--- config.mk ---
export PLATFORM = sky130hd
export DESIGN_NAME = src1_fwd_ctrl
export DESIGN_NICKNAME = d
export VERILOG_FILES = /design/src/rtl/src1_fwd_ctrl_pkg.sv /design/src/rtl/fwd_stage_reg.sv /design/src/rtl/src1_fwd_ctrl.sv
export SDC_FILE = /design/constraint.sdc
export NUM_CORES = 1
export LEC_CHECK = 0
export ABC_CLOCK_PERIOD_IN_PS = 2930
export CAP_MARGIN = 20
export CORE_UTILIZATION = 40
export DETAILED_ROUTE_END_ITERATION = 10
export GPL_ROUTABILITY_DRIVEN = 0
export PLACE_DENSITY = 0.77
export SLEW_MARGIN = 20
export SYNTH_ARGS = -nofsm -noshare
export SYNTH_HDL_FRONTEND = slang
export SYNTH_HIERARCHICAL = 1
export SYNTH_SLANG_ARGS = --single-unit
--- constraint.sdc ---
create_clock -name clk -period 2.93 [get_ports clk]
set_input_delay 0.879 -clock clk [delete_from_list [all_inputs] [get_ports clk]]
set_output_delay 0.879 -clock clk [all_outputs]
set_load 0.05 [all_outputs]
--- src/rtl/src1_fwd_ctrl_pkg.sv ---
// rtl/src1_fwd_ctrl_pkg.sv - shared constants for the src1 forwarding controller
package src1_fwd_ctrl_pkg;

  // Register-address width of the 16-register file
  localparam int REG_W = 4;

  // EX-stage src1 operand-mux select codes
  localparam logic [2:0] SRC1SEL_REG   = 3'b000;
  localparam logic [2:0] SRC1SEL_IMM4  = 3'b001;
  localparam logic [2:0] SRC1SEL_IMM8  = 3'b010;
  localparam logic [2:0] SRC1SEL_PC    = 3'b011;
  localparam logic [2:0] SRC1SEL_MEM   = 3'b100;
  localparam logic [2:0] SRC1SEL_EXALU = 3'b110;

  // ID-stage src1 operand kinds
  localparam logic [1:0] SRC_KIND_REG  = 2'b00;
  localparam logic [1:0] SRC_KIND_IMM4 = 2'b01;
  localparam logic [1:0] SRC_KIND_IMM8 = 2'b10;
  localparam logic [1:0] SRC_KIND_PC   = 2'b11;

  // Select code for non-register kinds; a register kind maps to the plain
  // register-file read and is refined by the forwarding compare.
  function automatic logic [2:0] kind_to_sel(input logic [1:0] kind);
    logic [2:0] sel;
    sel = SRC1SEL_REG;
    case (kind)
      SRC_KIND_IMM4: sel = SRC1SEL_IMM4;
      SRC_KIND_IMM8: sel = SRC1SEL_IMM8;
      SRC_KIND_PC:   sel = SRC1SEL_PC;
      default:       sel = SRC1SEL_REG;
    endcase
    return sel;
  endfunction

endpackage

--- src/rtl/fwd_stage_reg.sv ---
// rtl/fwd_stage_reg.sv - pipeline stage register with hold and bubble insert
module fwd_stage_reg #(
  parameter int W = 8
) (
  input  logic         clk,
  input  logic         rst,
  input  logic         hold,
  input  logic         bubble,
  input  logic [W-1:0] d,
  output logic [W-1:0] q
);

  // Hold freezes the stage; otherwise load the next word or an all-zero bubble
  always_ff @(posedge clk or posedge rst) begin
    if (rst) begin
      q <= '0;
    end else if (!hold) begin
      if (bubble) begin
        q <= '0;
      end else begin
        q <= d;
      end
    end
  end

endmodule

--- src/rtl/src1_fwd_ctrl.sv ---
// rtl/src1_fwd_ctrl.sv - src1 forwarding select and load-use hazard control
module src1_fwd_ctrl #(
  parameter int REG_W    = src1_fwd_ctrl_pkg::REG_W,
  parameter int ZERO_REG = 1
) (
  input  logic             clk,
  input  logic             rst,
  input  logic             stall_ext,
  input  logic             flush,
  input  logic             id_valid,
  input  logic [REG_W-1:0] id_src1_reg,
  input  logic [1:0]       id_src1_kind,
  input  logic [REG_W-1:0] id_dst,
  input  logic             id_we,
  input  logic             id_is_load,
  output logic [2:0]       src1sel,
  output logic             load_use_stall,
  output logic [REG_W-1:0] ex_dst,
  output logic [REG_W-1:0] mem_dst,
  output logic             ex_we,
  output logic             mem_we
);

  import src1_fwd_ctrl_pkg::*;

  // EX word: {src1sel, dst, we, ld}; MEM word: {dst, we}
  localparam int EX_W  = 3 + REG_W + 2;
  localparam int MEM_W = REG_W + 1;

  logic [EX_W-1:0]  ex_d;
  logic [EX_W-1:0]  ex_q;
  logic [MEM_W-1:0] mem_d;
  logic [MEM_W-1:0] mem_q;
  logic             ex_ld;

  logic             src_is_reg;
  logic             hit_ex;
  logic             hit_mem;
  logic             ex_bubble;
  logic [2:0]       next_sel;

  // Compare the ID src1 register against the tracked EX and MEM producers
  always_comb begin
    src_is_reg = id_valid && (id_src1_kind == SRC_KIND_REG)
                 && !((ZERO_REG != 0) && (id_src1_reg == '0));
    hit_ex     = src_is_reg && ex_we  && (ex_dst  == id_src1_reg);
    hit_mem    = src_is_reg && mem_we && (mem_dst == id_src1_reg);
  end

  // A load still in EX cannot feed ID's consumer; a squash overrides the stall
  assign load_use_stall = hit_ex && ex_ld && !flush;

  // Anything that is not a real, advancing instruction enters EX as a bubble
  assign ex_bubble = flush || load_use_stall || !id_valid;

  // Select for the consumer once it reaches EX; the nearer producer wins
  always_comb begin
    next_sel = kind_to_sel(id_src1_kind);
    if (id_src1_kind == SRC_KIND_REG) begin
      if (hit_ex) begin
        next_sel = SRC1SEL_EXALU;
      end else if (hit_mem) begin
        next_sel = SRC1SEL_MEM;
      end else begin
        next_sel = SRC1SEL_REG;
      end
    end
  end

  assign ex_d  = {next_sel, id_dst, id_we, id_is_load};
  assign mem_d = {ex_dst, ex_we};

  fwd_stage_reg #(.W(EX_W)) u_ex_stage (
    .clk    (clk),
    .rst    (rst),
    .hold   (stall_ext),
    .bubble (ex_bubble),
    .d      (ex_d),
    .q      (ex_q)
  );

  fwd_stage_reg #(.W(MEM_W)) u_mem_stage (
    .clk    (clk),
    .rst    (rst),
    .hold   (stall_ext),
    .bubble (1'b0),
    .d      (mem_d),
    .q      (mem_q)
  );

  assign {src1sel, ex_dst, ex_we, ex_ld} = ex_q;
  assign {mem_dst, mem_we}               = mem_q;

endmodule

==> results of run 1 <==
==> critical path, stage by stage <==
cell and delay (ns):
buf_6 0.07, inv_2 0.03, or4_4 0.54, nor3_4 0.19
and3b_2 0.23, buf_12 0.14
==> cells by family after synthesis <==
logic type,synth area share [%]
AO/OA/AOI/OAI,20.3
other,0.534
flip-flops,49.9
AND/OR/NAND/NOR,15.5
buffers and inverters,3.74
XOR/XNOR,9.98
==> stage by stage <==
| step | cell area (sq um) | total power, mW | TNS, ns | hold WS, ns | utilization [%] |
|---|---|---|---|---|---|
| 2_1_floorplan | 707 | 0.276 | 0 | 0.499 | - |
| 3_3_place_gp | 1060 | 0.328 | -0.484 | 0.474 | 67.2 |
| 4_1_cts | 1120 | 0.471 | 0 | 0.513 | 71.0 |
| 5_1_grt | 1160 | 0.494 | -0.0849 | 0.537 | 73.9 |
| 6_report | 1160 | 0.475 | -0.0242 | 0.511 | 73.9 |
| 3_5_place_dp | 1060 | 0.330 | -0.487 | 0.491 | 67.2 |
==> per-layer routing <==
metal | vias up | routed length (um) | track usage (%)
met4 | 0 | 51 | 10.9
met5 | - | 0 | 0
met1 | 306 | 735 | 22.3
li1 | 298 | - | -
met3 | 7 | 108 | 3.33
met2 | 27 | 879 | 34.9
==> layout make-up <==
type / instances / share of cell area [%]
clock buffer: 4 / 3.11
sequential: 14 / 30.1
multi-input combinational: 42 / 32.1
tap: 16 / 1.72
timing repair buffer: 38 / 32.0
inverter: 3 / 0.967
==> report_power, final <==
part	internal (mW)	total [mW]	switching (mW)	leakage, nW
sequential	0.202	0.212	0.00998	0.191
clock	0.0757	0.140	0.0640	0.0210
combinational	0.0593	0.123	0.0641	0.329
total	0.337	0.475	0.138	0.541
==> final timing paths <==
| path | depth (start not counted) | end | slack, ns |
|---|---|---|---|
| min reg2reg | 2 | u_ex_stage/q[7]$_DFFE_PP0N_ | 0.51 |
| max | 6 | load_use_stall | -0.02 |
| max in group asynchronous | 2 | u_ex_stage/q[5]$_DFFE_PP0N_ | 1.77 |
| min | 2 | u_ex_stage/q[7]$_DFFE_PP0N_ | 0.51 |
| max reg2reg | 8 | u_ex_stage/q[5]$_DFFE_PP0N_ | 1.11 |
| min in group asynchronous | 2 | u_mem_stage/q[3]$_DFFE_PP0N_ | 0.84 |
==> cells in the final DEF, fill, tap and decap left out, types with 2 or more instances in the layout <==
cell,netlist,final
or2_2,2,2
xor2_1,3,3
buf_4,0,8
xnor2_1,5,2
conb_1,1,2
clkdlybuf4s50_1,0,22
inv_1,3,2
a22o_2,7,7
xnor2_2,0,3
clkbuf_4,0,3
nand2_1,3,3
buf_6,1,6
a22o_1,5,5
dfrtp_1,14,14
==> repair_timing <==
item / in CTS / in global routing
endpoints found under the setup margin: 1 / 1
pin swaps: 5 / 3
setup buffers: 1 / 2
resized for setup: 32 / 10
==> registers in the layout, indices dropped and copies added (netlist names) <==
| name | flops |
|---|---|
| u_ex_stage/q | 9 |
| u_mem_stage/q | 5 |
==> metrics.md, run 1 <==
| Metric | Value |
|---|---|
| Area grow syn2layout | `66.0%` |
| Synth area leader | `dfrtp_1` |
| CTS Buffer Depth | `2` |
| Pre-CTS setup slack | `-0.487 ns` |
| Flops & latches, synth | `14` |
| Final ANT Viol Nets | `0` |
| Top cells by area, synth | `dfrtp_1 50%, a22o_2 10%, a22o_1 6.2%, xnor2_1 6.2%, xor2_1 3.7%` |
| CTS tree | `done` |
| Status | `finished, violations left` |
| Slew HR | `66.7%` |
| Post-Layout Cell Count | `117` |
| Final Skew | `0.00697 ns` |
| Final worst path period share | `101%` |
| Crit Path Class | `in -> out` |
| Asr flop ratio synth | `100%` |
| Critical Path Sink Type | `output port` |
| First-pass GRT wire length | `2.75 mm` |
| Largest net degree at the start of global routing | `13` |
| Initial Utilization | `between 40% and 50%` |
| Reg-to-reg startpoint | `u_ex_stage/q[4]$_DFFE_PP0N_` |
| Area of the die | `between 1500 and 2000 sq um` |
| WP data required | `2.05 ns` |
| Ratio of total power to cell area | `408 nW/um^2` |
| Fmax achieved | `around 0.34 GHz` |
| Setup WS post-layout | `-0.0242 ns` |
| Core area | `between 1500 and 2000 sq um` |
| Number of synthesized flops with an enable pin | `0` |
| CP Launch Type | `input port` |
| Post-synth top flop | `dfrtp_1` |
| Clock latency at the later pin of the worst-skew pair | `0.29 ns` |
| # fillers | `115` |
| Die width | `43.9 um` |
| # H-tree levels | `1` |
| Avg WL per Cell | `15.2 um` |
| Root Driver | `clkbuf_4` |
| Leakage | `between 0.5 and 0.6 nW` |
| Fin crit period | `2.95 ns` |
| CTS Buf Count | `3` |
| Critical Path AT | `between 2 and 2.5 ns` |
| Overall routing resource usage | `about 20%` |
| Final hold viol count | `0` |
| Distinct cells, synth | `25` |
| IO buf count | `30` |
| Unrepaired setup endpoints after global routing | `yes` |
| Syn avg cell area | `11.7 sq um` |
| Remaining global-route overflow | `0` |
| Most instantiated cells after synthesis | `14 x dfrtp_1, 7 x a22o_2, 5 x a22o_1, 5 x xnor2_1` |
| Clock Sinks | `14` |
| Drt drc | `2` |
| 1st-pass router iterations | `9` |
| Synth warnings | `6` |
| Hpwl dp | `approximately 1.3 mm` |
| Rows | `14` |
| Crit. Startpoint | `id_valid` |
| Routed via count | `638` |
| Initial antenna violation count | `0` |
| Slew Viols, Final | `0` |
| Register area | `350 sq um` |
| Worst-Margin Slew | `around 0.5 ns` |
| Top Ports | `31` |
| Die Height | `43.9 um` |
| Worst Path Max Fanout | `2` |
| Max-cap violations | `0` |
| Hold Startpoint | `u_ex_stage/q[7]$_DFFE_PP0N_` |
| Post-Syn Area | `702 sq um` |
| Post-synth top area share | `49.9%` |
| Top-count cell post-synth | `dfrtp_1` |
| Share of cells above drive strength 1 | `42.6%` |
| Clock-pin slew of the registers on the worst-case setup and hold paths | `approximately 0.09 ns` |
| Hold buffers post-CTS | `0` |
| Vias in the first global route | `about 630` |
| Antenna cells | `0` |
| Final Setup Violations | `1` |
| Nets | `between 100 and 150` |
| DR vias/cell | `5.45` |
| Seq/Total Area, Yosys | `approximately half` |
| Post-Route WL | `1.78 mm` |
| Failing checks | `DRC, setup timing` |
| Area occupied by multi-input gates | `between 300 and 400 sq um` |
| Post-Synthesis Cells | `60` |
| DR iter-0 viols | `16` |
| Placed instance count | `110` |
| Worst ir drop on vdd | `0.000274 V` |
| Hold Path Class | `reg -> reg` |
(Power assumes the default switching activity.)
==> inputs of run 2 (changes only) <==
==> constraint.sdc (replaced) <==
create_clock -name clk -period 2.93 [get_ports clk]
set_input_delay 0.586 -clock clk [delete_from_list [all_inputs] [get_ports clk]]
set_output_delay 0.586 -clock clk [all_outputs]
set_load 0.05 [all_outputs]
==> run 2 against run 1 <==
The flow finishes with violations (DRC). Core utilization fell by 5.8 points. Via count fell by 7.4%. Wire length fell by 12%. Clock skew fell by 0.0048 ns. Count of clock-buffer cells in the layout fell by 1. Clock power fell by 26%. Critical path depth did not move. First-iteration DRC count did not move. Non-clock buffer count fell by 4. Combinational power fell by 8%. Flip-flop and latch count did not move.
==> metrics.md, run 2 (synthesized netlist as in run 1, its figures left out) <==
| Metric | Value |
|---|---|
| Most flops, register | `u_ex_stage/q` |
| Core Util, Final | `68.1% (-5.8 points)` |
| Ratio of total power to cell area | `398 nW/um^2 (-2.4%)` |
| Final Skew | `0.00220 ns (-0.00476 ns)` |
| Register-to-register setup slack | `1.37 ns (+0.26 ns)` |
| Reg2reg path depth | `6 (-2)` |
| Fin crit period | `2.82 ns (-0.135 ns)` |
| Core area | `1580 sq um (unchanged)` |
| Failing checks | `DRC` |
| Crit Path Class | `in -> out` |
| Clock Sinks | `14 (unchanged)` |
| Final Setup Violations | `0 (-1)` |
| Remaining global-route overflow | `0 (unchanged)` |
| Hpwl dp | `1.22 mm (-2.9%)` |
| Overall routing resource usage | `19.1% (-0.63 points)` |
| Vias in the first global route | `573 (-8.6%)` |
| Reg-to-reg startpoint | `u_ex_stage/q[2]$_DFFE_PP0N_` |
| Hold Startpoint | `u_ex_stage/q[7]$_DFFE_PP0N_` |
| CP Launch Type | `input port` |
| First-pass GRT wire length | `2.53 mm (-7.8%)` |
| Share of cells above drive strength 1 | `24.0% (-19 points)` |
| CTS tree | `done` |
| Flop pwr share | `49.5% (+4.9 points)` |
| Die width | `43.9 um (unchanged)` |
| Comb pwr share | `26.4% (+0.4 points)` |
| Commonest cells after routing, fill and taps aside | `29 x clkdlybuf4s50_1, 14 x dfrtp_1, 7 x a22o_2` |
| Clock-pin slew of the registers on the worst-case setup and hold paths | `0.08 ns (about the same)` |
| Rows | `14 (unchanged)` |
| Largest registers | `u_ex_stage/q: 9 flops, u_mem_stage/q: 5 flops` |
| Clock power frac | `24.1% (-5.3 points)` |
| 1st-pass router iterations | `9 (unchanged)` |
| Final worst path period share | `96.2% (-4.6 points)` |
| Area grow syn2layout | `52.9%` |
| Pre-CTS setup slack | `0.124 ns (+0.611 ns)` |
| Worst Path Max Fanout | `3 (+1)` |
| IO buf count | `30 (unchanged)` |
| Hold path depth | `2 (unchanged)` |
| # H-tree levels | `1 (unchanged)` |
| Post-Route WL | `1.56 mm (-12%)` |
| Routed via count | `591 (-7.4%)` |
| Internal | `303 uW (-10%)` |
| Commonest non-fill, non-tap cell in the layout | `clkdlybuf4s50_1` |
| Initial Utilization | `44.5% (unchanged)` |
| DR iter-0 viols | `16 (unchanged)` |
| Max-cap violations | `0 (unchanged)` |
| CTS Buf Count | `3 (unchanged)` |
| Root Driver | `clkbuf_4` |
| Unrepaired setup endpoints after global routing | `no` |
| Reg2reg end | `u_ex_stage/q[4]$_DFFE_PP0N_` |
| Slew Viols, Final | `0 (unchanged)` |
| Worst ir drop on vdd | `0.000259 V (-5.8%)` |
| Clock latency at the later pin of the worst-skew pair | `0.27 ns (-0.02 ns)` |
| Critical Path Sink Type | `output port` |
| WP data required | `2.34 ns (+0.29 ns)` |
| Worst Hold Endpoint | `u_ex_stage/q[7]$_DFFE_PP0N_` |
| DR vias/cell | `5.28 (-3.2%)` |
| Slew HR | `55.4% (-11 points)` |
| Final ANT Viol Nets | `0 (unchanged)` |
| Setup WS post-layout | `0.111 ns (+0.135 ns)` |
| P_sw | `124 uW (-10%)` |
| Antenna cells | `0 (unchanged)` |
| Fmax achieved | `0.355 GHz (+4.8%)` |
| Hold Path Class | `reg -> reg` |
| Final hold viol count | `0 (unchanged)` |
| Hold WS | `0.506 ns (-0.00528 ns)` |
| Avg WL per Cell | `13.9 um (-8.1%)` |
| Leakage | `0.471 nW (-13%)` |
| Initial antenna violation count | `0 (unchanged)` |
| Hold buffers post-CTS | `0 (unchanged)` |
| Nets | `115 (-3.4%)` |
| Drt drc | `2 (unchanged)` |
| CTS Buffer Depth | `2 (unchanged)` |
| Top Ports | `31 (unchanged)` |
| Largest net degree at the start of global routing | `19 (+6)` |
| Switching Share | `29.0% (-0.082 points)` |
| Max FFs per register | `9 (unchanged)` |
| Worst-Margin Slew | `0.666 ns (+0.168 ns)` |
| Die Height | `43.9 um (unchanged)` |
| Area of the die | `1930 sq um (unchanged)` |
| Status | `finished, violations left` |
| Postcts setup bufs | `0 (-1)` |
| Final TNS setup | `0 ns (+0.0242 ns)` |
| Critical Path AT | `2.23 ns (+0.15 ns)` |
| CTS-repair resized insts | `0 (-100%)` |
run 2: cell count changes in the layout (fill, tap and decap cells not counted), moves of 3 or more:
cell and delta:
xnor2_2 -3, buf_6 -6, buf_4 -4, clkdlybuf4s50_1 +7, xnor2_1 +3
run 2: worst max path at each step:
stage,startpoint,end,cells past startpoint
3_3_place_gp,id_src1_reg[1],load_use_stall,6
3_5_place_dp,id_src1_reg[0],load_use_stall,6
6_report,id_src1_reg[0],load_use_stall,6
4_1_cts,id_src1_reg[0],load_use_stall,6
5_1_grt,id_src1_reg[0],load_use_stall,6
2_1_floorplan,id_src1_kind[1],load_use_stall,3
run 2: through the flow:
stage               cells  total power [mW]  instance area [sq um]
detailed placement    109             0.329                   1050
floorplan              61             0.276                    706
CTS                   112             0.433                   1070
global placement      109             0.327                   1050
global route          112             0.452                   1070
finish                112             0.427                   1070
run 2: routing by layer:
layer  global-route usage (%)  part of all wire (%)
met1                     22.5                    44
met5                        0                     0
met4                     12.7                   1.2
met3                     4.58                   5.8
met2                     30.7                    49
run 2: layout make-up:
type / count / area (sq um)
Tap cell: 16 / 20.0
Timing Repair Buffer: 34 / 340
Sequential cell: 14 / 350
Multi-Input combinational cell: 42 / 329
Clock buffer: 3 / 22.5
Fill cell: 135 / 503
Inverter: 3 / 11.3
run 2: worst max-delay path, stage by stage:
cell             delay, ns
clkdlybuf4s50_1       0.51
nor4_1                0.07
or4_1                 0.43
nor3_2                0.24
and3b_1               0.24
buf_12                0.15
run 2: power groups by stage:
stage	sequential (mW)	combinational, mW	clock (mW)
after CTS	0.212	0.114	0.108
after global placement	0.215	0.112	0
after floorplan	0.243	0.0334	0
after detailed placement	0.215	0.113	0
after global routing	0.213	0.120	0.119
final	0.211	0.113	0.103
